$ cat src/rtl/daq_event_packetizer.sv
// Queues DAQ event records and streams each one as a framed, XOR-checksummed byte packet.
// First byte is valid 2 cycles after capture; tx_valid holds with stable data while tx_ready is low.
module daq_event_packetizer #(
   parameter int N_CH       = 2,
   parameter int N_T        = 32,
   parameter int N_P        = 12,
   parameter int N_A        = 20,
   parameter int FIFO_DEPTH = 4
) (
   input  logic                          clk,
   input  logic                          reset,
   input  logic                          event_pulse,
   input  logic [N_T-1:0]                time_event,
   input  logic [N_CH*N_P-1:0]           A_peak_event,
   input  logic [N_CH*N_A-1:0]           A_area_event,
   input  logic                          tx_ready,
   output logic [7:0]                    tx_data,
   output logic                          tx_valid,
   output logic                          dead_time,
   output logic [$clog2(FIFO_DEPTH):0]   fifo_level,
   output logic [15:0]                   dropped_count,
   output logic                          frame_busy
);

   localparam int AW = $clog2(FIFO_DEPTH);
   localparam int LW = AW + 1;
   localparam int TB = N_T / 8;
   localparam int NB = 1 + TB + 5 * N_CH + 1;
   localparam int IW = $clog2(NB);

   typedef enum logic [1:0] {S_IDLE, S_LOAD, S_SEND, S_CSUM} state_t;

   logic                 r_pulse_d;
   logic [N_T-1:0]       r_mem_t [FIFO_DEPTH];
   logic [N_CH*N_P-1:0]  r_mem_p [FIFO_DEPTH];
   logic [N_CH*N_A-1:0]  r_mem_a [FIFO_DEPTH];
   logic [AW-1:0]        r_wr_ptr;
   logic [AW-1:0]        r_rd_ptr;
   logic [LW-1:0]        r_level;
   logic [15:0]          r_dropped;

   state_t               r_state;
   logic [N_T-1:0]       r_rec_t;
   logic [N_CH*N_P-1:0]  r_rec_p;
   logic [N_CH*N_A-1:0]  r_rec_a;
   logic [IW-1:0]        r_idx;
   logic [7:0]           r_csum;
   logic [7:0]           r_tx_data;
   logic                 r_tx_valid;
   logic                 r_busy;

   logic                 w_rise;
   logic                 w_full;
   logic                 w_pop;
   logic                 w_push;
   logic                 w_drop;
   logic                 w_xfer;
   logic [7:0]           w_fb [NB];
   logic [7:0]           w_cur;
   logic [7:0]           w_nxt;
   logic [N_P-1:0]       w_pk;
   logic [N_A-1:0]       w_ar;
   logic [15:0]          w_pk16;
   logic [23:0]          w_ar24;

   assign w_rise = event_pulse & ~r_pulse_d;
   assign w_full = (r_level == LW'(FIFO_DEPTH));
   assign w_pop  = (r_state == S_LOAD);
   // A full queue still accepts a capture when the head leaves on the same edge.
   assign w_push = w_rise & (~w_full | w_pop);
   assign w_drop = w_rise & w_full & ~w_pop;
   assign w_xfer = r_tx_valid & tx_ready;

   always_ff @(posedge clk) begin
      if (w_push) begin
         r_mem_t[r_wr_ptr] <= time_event;
         r_mem_p[r_wr_ptr] <= A_peak_event;
         r_mem_a[r_wr_ptr] <= A_area_event;
      end
   end

   always_ff @(posedge clk or posedge reset) begin
      if (reset) begin
         r_pulse_d <= 1'b0;
         r_wr_ptr  <= '0;
         r_rd_ptr  <= '0;
         r_level   <= '0;
         r_dropped <= '0;
      end else begin
         r_pulse_d <= event_pulse;
         if (w_push)
            r_wr_ptr <= r_wr_ptr + AW'(1);
         if (w_pop)
            r_rd_ptr <= r_rd_ptr + AW'(1);
         case ({w_push, w_pop})
            2'b10:   r_level <= r_level + LW'(1);
            2'b01:   r_level <= r_level - LW'(1);
            default: r_level <= r_level;
         endcase
         if (w_drop && (r_dropped != 16'hFFFF))
            r_dropped <= r_dropped + 16'd1;
      end
   end

   // Frame bytes 0..NB-2 laid out from the held record; the last slot is never sent.
   always_comb begin
      w_pk   = '0;
      w_ar   = '0;
      w_pk16 = '0;
      w_ar24 = '0;
      for (int k = 0; k < NB; k++)
         w_fb[k] = 8'h00;
      w_fb[0] = 8'hA5;
      for (int k = 0; k < TB; k++)
         w_fb[1+k] = r_rec_t[N_T-1-8*k -: 8];
      for (int ch = 0; ch < N_CH; ch++) begin
         w_pk   = r_rec_p[ch*N_P +: N_P];
         w_ar   = r_rec_a[ch*N_A +: N_A];
         w_pk16 = 16'($signed(w_pk));
         w_ar24 = 24'($signed(w_ar));
         w_fb[1+TB+5*ch]   = w_pk16[15:8];
         w_fb[1+TB+5*ch+1] = w_pk16[7:0];
         w_fb[1+TB+5*ch+2] = w_ar24[23:16];
         w_fb[1+TB+5*ch+3] = w_ar24[15:8];
         w_fb[1+TB+5*ch+4] = w_ar24[7:0];
      end
   end

   assign w_cur = w_fb[r_idx];
   assign w_nxt = w_fb[r_idx + IW'(1)];

   always_ff @(posedge clk or posedge reset) begin
      if (reset) begin
         r_state    <= S_IDLE;
         r_rec_t    <= '0;
         r_rec_p    <= '0;
         r_rec_a    <= '0;
         r_idx      <= '0;
         r_csum     <= '0;
         r_tx_data  <= '0;
         r_tx_valid <= 1'b0;
         r_busy     <= 1'b0;
      end else begin
         case (r_state)
            S_IDLE: begin
               if (r_level != '0)
                  r_state <= S_LOAD;
            end
            S_LOAD: begin
               r_rec_t    <= r_mem_t[r_rd_ptr];
               r_rec_p    <= r_mem_p[r_rd_ptr];
               r_rec_a    <= r_mem_a[r_rd_ptr];
               r_csum     <= '0;
               r_idx      <= '0;
               r_busy     <= 1'b1;
               r_tx_valid <= 1'b1;
               r_tx_data  <= 8'hA5;
               r_state    <= S_SEND;
            end
            S_SEND: begin
               if (w_xfer) begin
                  r_idx <= r_idx + IW'(1);
                  if (r_idx != '0)
                     r_csum <= r_csum ^ w_cur;
                  // The checksum byte already includes the last data byte being handed over now.
                  if (r_idx == IW'(NB - 2)) begin
                     r_tx_data <= r_csum ^ w_cur;
                     r_state   <= S_CSUM;
                  end else begin
                     r_tx_data <= w_nxt;
                  end
               end
            end
            S_CSUM: begin
               if (w_xfer) begin
                  r_tx_valid <= 1'b0;
                  r_busy     <= 1'b0;
                  r_state    <= S_IDLE;
               end
            end
            default: r_state <= S_IDLE;
         endcase
      end
   end

   assign tx_data       = r_tx_data;
   assign tx_valid      = r_tx_valid;
   assign frame_busy    = r_busy;
   assign fifo_level    = r_level;
   assign dropped_count = r_dropped;
   assign dead_time     = w_full;

endmodule

$ cat config.mk
export PLATFORM = sky130hd
export DESIGN_NAME = daq_event_packetizer
export DESIGN_NICKNAME = d
export VERILOG_FILES = /design/src/rtl/daq_event_packetizer.sv
export SDC_FILE = /design/constraint.sdc
export NUM_CORES = 1
export LEC_CHECK = 0
export ABC_AREA = 1
export CORE_MARGIN = 2
export CORE_UTILIZATION = 55
export DETAILED_ROUTE_END_ITERATION = 10
export PLACE_DENSITY_LB_ADDON = 0.12
export SETUP_SLACK_MARGIN = 0.3
export SYNTH_ARGS = -nofsm -noshare
export SYNTH_HDL_FRONTEND = slang
export SYNTH_SLANG_ARGS = --single-unit
$ cat constraint.sdc
create_clock -name clk -period 10.46 [get_ports clk]
set_input_delay 1.046 -clock clk [delete_from_list [all_inputs] [get_ports clk]]
set_output_delay 1.046 -clock clk [all_outputs]
set_load 0.01 [all_outputs]
# After elaboration in Yosys (flattened, before gate mapping)
# Memory sizes are Yosys's and may differ from the RTL's. A register that Yosys moved wholly into a read port is not among the register bits.
# Index checks and enable logic that the tools add are counted.
[classes]
reduce_logical = 11
n_bitwise = 12
muxes = 24
eq_ne = 13
magnitude_cmp = 2
addsub = 6
[op_table]
columns = ["operator", "n"]
rows = [
  ["binary-select mux 8 bit (select 4 bit)", 2],
  ["2-to-1 mux 8 bit", 8],
  ["case mux 8 bit (2 select lines)", 2],
  ["adder 16 x 1 -> 16 bit (second input constant)", 1],
  ["inequality test 16 bit (second input constant)", 1],
  ["greater-or-equal comparator 5 bit (second input constant)", 2],
  ["inequality test 2 bit (second input constant)", 5],
  ["inverter 4 -> 5 bit", 2],
  ["2-to-1 mux 2 bit", 4],
  ["case mux 2 bit (4 select lines)", 1],
  ["case mux 4 bit (2 select lines)", 1],
  ["XOR 8 bit", 1],
  ["== test 2 bit (second input constant)", 3],
  ["case mux 3 bit (2 select lines)", 1],
  ["nonzero test 2 bit", 3],
  ["bitwise AND 1 bit", 5],
  ["adder 2 x 1 -> 2 bit (second input constant)", 2],
  ["adder 4 x 1 -> 4 bit (second input constant)", 1],
  ["== test 2 x 1 -> 1 bit (second input constant)", 2],
  ["== test 4 bit (second input constant)", 1],
  ["2-to-1 mux 4 bit", 1],
  ["AND reduction 2 bit", 2],
  ["AND reduction 4 bit", 1],
  ["nonzero test 4 bit", 1],
  ["other kinds (11)", 15],
]
[totals]
n_memories = 3
ram_bits = 384
reg_bits = 47
[memory_table]
columns = ["name", "depth", "word_bits", "rd", "rd_clocked_by_memory_dff", "wr", "line_no", "rtl"]
rows = [
  ["r_mem_a", 4, 40, 1, 1, 1, "36", "logic [N_CH*N_A-1:0] r_mem_a [FIFO_DEPTH];"],
  ["r_mem_t", 4, 32, 1, 1, 1, "34", "logic [N_T-1:0] r_mem_t [FIFO_DEPTH];"],
  ["r_mem_p", 4, 24, 1, 1, 1, "35", "logic [N_CH*N_P-1:0] r_mem_p [FIFO_DEPTH];"],
]

# Depth between registers and ports, before layout
[logic_depth]
ltp_word = 8
mapped_depth = 15

# Least setup slack after synthesis
# Ideal clock, no wire load.
[synth_timing]
kind = "input to register"
startpoint = "in event_pulse"
endpoint = "mem r_mem_a[0][0] (netlist bit) (enable)"
stages = 4
path_buffers = 0
t_arrival_ns = 5.333
setup_time_ns = 0.552
required_time_ns = 9.908
slack_ns = 4.575
cell_sequence = "inv_1 nor2_1 nand2_1 nor2_1"
[synth_between]
elab_chain_cells = 4
[synth_rtl]
columns = ["item", "line_no", "rtl"]
rows = [
  ["start: declaration", "12", "input logic event_pulse,"],
  ["bitwise AND 1 bit", "66", "assign w_rise = event_pulse & ~r_pulse_d;"],
  ["bitwise AND 1 bit", "70", "assign w_push = w_rise & (~w_full | w_pop);"],
  ["2-to-1 mux 1 bit", "75", "if (w_push) begin"],
  ["2-to-1 mux 1 bit (implied by the code)", "78", "r_mem_a[r_wr_ptr] <= A_area_event;"],
  ["end: declaration", "36", ""],
]
# Every way passes these cells.

# Worst setup path in the final report
[layout_timing]
startpoint = "reg r_idx[1]"
endpoint = "reg r_tx_data[6] (netlist: tx_data[6])"
[layout_between]
elab_chain_cells = 8
word_cells_on_any_way = 14
[layout_rtl]
columns = ["item", "line_no", "rtl"]
rows = [
  ["start: declaration", "46", "logic [IW-1:0] r_idx;"],
  ["start signal: assignment", "162", "r_idx <= r_idx + IW'(1);"],
  ["adder 4 x 1 -> 4 bit or inverter 4 -> 5 bit (tied branches)", "130, 129", ""],
  ["inverter 4 -> 5 bit (implied by the code) or binary-select mux 8 bit (select 4 bit) (tied branches)", "130, 129", ""],
  ["binary-select mux 8 bit (select 4 bit) or 2-to-1 mux 8 bit (tied branches)", "130, 129", ""],
  ["2-to-1 mux 8 bit, on equally long branches", "130, 129", ""],
  ["2-to-1 mux 8 bit (implied by the code) or XOR 8 bit (tied branches)", "130, 167", ""],
  ["2-to-1 mux 8 bit *", "166", "if (r_idx == IW'(NB - 2)) begin"],
  ["2-to-1 mux 8 bit *", "161", "if (w_xfer) begin"],
  ["case mux 8 bit (2 select lines) *", "144", "case (r_state)"],
  ["end signal: assignment", "167", "r_tx_data <= r_csum ^ w_cur;"],
  ["end signal: assignment", "170", "r_tx_data <= w_nxt;"],
  ["end: declaration", "48", "logic [7:0] r_tx_data;"],
]
# Every way passes the cells marked *; elsewhere a longest branch is shown, timed or not. The select of a mux whose other input is x is not followed.
# A chain may end at the register's enable or synchronous reset.

==> flow_metrics.tcl <==
set metrics [dict create \
    numCtsBuffers 52 \
    end_kind "flip-flop" \
    ys_seq_area_share_pct 67.2 \
    finalSetupTns_ns 0 \
    ys_types 30 \
    synth_top_area_cell "edfxtp_1" \
    start_util_pct 55.4 \
    overflow 0 \
    synth.top_cell.area_share_pct 51.3 \
    synth_cells 2141 \
    hold_viol_final 0 \
    ys_seq_elements 527 \
    worstPathMaxFanout 34 \
    area_growth_pct 15.0 \
    cap_violations 0 \
    grt_pass1_wl_um 86200 \
    htree_levels 2 \
    ctsLongestPathBuffers 3 \
    synth_nets 2255 \
    nets 2332 \
    clock_skew_ns 0.0173 \
    syn_avg_cell_area_sq_um 10.5 \
    rows 74 \
    ir_worst_vdd_mv 0.189 \
    grt_max_degree 117 \
    p_per_area_nw_per_um2 287 \
    tritoncts "done" \
    crit_path_start_kind "flip-flop" \
    holdWs_ns 0.526 \
    final_common_cell "nand2_1" \
    drtPass1Iterations 6 \
    postRouteAntennaNets 0 \
    netlist_area_sq_um 22500 \
    routed_wl_um 55300 \
    postCtsSetupRepairBufs 0 \
    die_area_sq_um 42500 \
    clkTransAtPathRegs_ns 0.06 \
    via_count 15900 \
    required_ns 10.95 \
    viasPerCell 5.69 \
    die_w_um 206 \
    drive_above_1_share_pct 5.75 \
    ioPinCount 130 \
    grt_pass1_vias 15200 \
    post_cts_resize_count 0 \
    stdcell_count 2793 \
    slew_headroom_pct 22.5 \
    grt_usage_pct 26.7 \
    finalCriticalPeriod_ns 3.83 \
    fmax_mhz 261 \
    numPortBuffers 129 \
    hold_class "flip-flop to flip-flop" \
    outcome "finished clean" \
    hold_buffers 0 \
    yosys-top-cells-area "edfxtp_1, dfrtp_1, nand2_1, o21ai_0, nor2_1" \
    dr.first_iter.drc_count 1759 \
    cts_root_buffer "clkbuf_16" \
    drcViolationCount 0 \
    layout_common_cells "nand2_1, edfxtp_1, nor2_1, o21ai_0, nand3_1" \
    place_inst 2696 \
    num_antenna_cells 0 \
    worstSetupPathType "flip-flop to flip-flop" \
    cts_sinks 527 \
    maxSlewViolCount 0 \
    core_area_sq_um 40600 \
    ys_warn_count 0 \
    die_h_um 206 \
    nFillCells 3249 \
    place_hpwl_um 33700 \
    total_power_mw 7.41 \
    worst_pin_slew_ns 1.16 \
    rsz0062_at_grt "no" \
    gp_congestion 0.896 \
    cp.arrival_ns 4.31 \
    leakagePower_nw 9.83 \
    multi_input_area_sq_um 6330 \
    register_area_sq_um 15100 \
    fin_crit_sh_pct 36.6 \
    clk_latency_ns 0.59 \
    grt_antenna_before_repair 1 \
    wl_per_cell_um 19.8 \
    setup_violations 0 \
]
-- final cells by class --
type	instances	share of cell area, %
timing repair buffer	149	5.58
clock inverter	34	1.33
sequential	527	58.5
inverter	132	1.95
tap	532	2.57
multi-input combinational	1356	24.5
clock buffer	63	5.60
-- state kept, by name, summed over array words and instances (netlist names) --
register and flops:
r_mem_a 160, fifo_level 3, dropped_count 16, r_idx 4, tx_data 8, frame_busy 1
r_rec_p 24, r_rec_t 32, r_csum 8, r_state 2, r_mem_p 96, r_pulse_d 1
r_rd_ptr 2, r_rec_a 40, r_wr_ptr 2, r_mem_t 128
-- path summary, 6_finish.rpt --
kind                                         startpoint                           end  slack [ns]  cells past startpoint
hold / removal             dropped_count[5]$_DFFE_PP0P_  dropped_count[5]$_DFFE_PP0P_        0.53                      1
setup reg to reg                   r_idx[1]$_DFFE_PP0P_        tx_data[6]$_DFFE_PP0P_        6.63                     11
setup / recovery                   r_idx[1]$_DFFE_PP0P_        tx_data[6]$_DFFE_PP0P_        6.63                     11
min in group asynchronous                         reset  dropped_count[3]$_DFFE_PP0P_        1.02                      2
max in group asynchronous                         reset       r_rd_ptr[1]$_DFFE_PP0N_        8.08                      3
hold reg to reg            dropped_count[5]$_DFFE_PP0P_  dropped_count[5]$_DFFE_PP0P_        0.53                      1
-- synthesized netlist by cell type (all sizes together) --
| cell type | instances |
|---|---|
| o211ai | 1 |
| clkinv | 5 |
| xor2 | 16 |
| a22oi | 1 |
| clkbuf | 53 |
| buf | 73 |
| edfxtp | 384 |
| inv | 127 |
| nor3 | 8 |
| a31oi | 28 |
| o21ai | 290 |
| nand3 | 187 |
| xnor2 | 4 |
| nand2 | 393 |
| fa | 1 |
| ha | 13 |
| nor2 | 319 |
| a21oi | 12 |
| nand4 | 11 |
| o22ai | 72 |
| dfrtp | 143 |
-- cells by family after synthesis --
logic type	Yosys count	synth area share [%]
and+or+nand+nor	918	16.6
DFF	527	67.2
AOI/OAI and AO/OA	404	9.59
buffers and inverters	258	4.76
xor gates and xnor gates	20	0.947
adders and majority gates	14	0.813
-- report_power, final --
group | leakage [nW] | total (mW) | switching, mW | internal [mW]
combinational | 3.71 | 2.50 | 1.71 | 0.789
sequential | 5.23 | 2.99 | 0.321 | 2.67
clock | 0.884 | 1.92 | 0.785 | 1.14
-- layer usage --
layer	vias up	track usage, %	part of all wire (%)
met5	-	0	0.024
met4	2	8.42	2.9
met3	101	5.58	7.5
met2	585	41.5	46
met1	7674	38.0	44
li1	7524	-	-
-- through the flow --
step	setup slack (ns)	area [sq um]	utilization, %
final	6.63	25900	63.7
after global routing	6.23	25900	63.7
after CTS	6.69	25900	63.7
after detailed placement	6.71	24100	59.3
after global placement	6.90	24100	59.3
after floorplan	4.57	22500	-
-- critical path, cell delays in order (launching register included) --
cell and delay, ns:
dfrtp_1 0.35, clkinv_1 0.08, ha_1 0.98, clkinv_1 1.12
a21oi_1 0.60, nand2_1 0.09, nand3_1 0.09, nand3_1 0.12
nand2_1 0.09, a21oi_1 0.06, nand2_1 0.08, nand2_1 0.04
(Power assumes the default switching activity.)
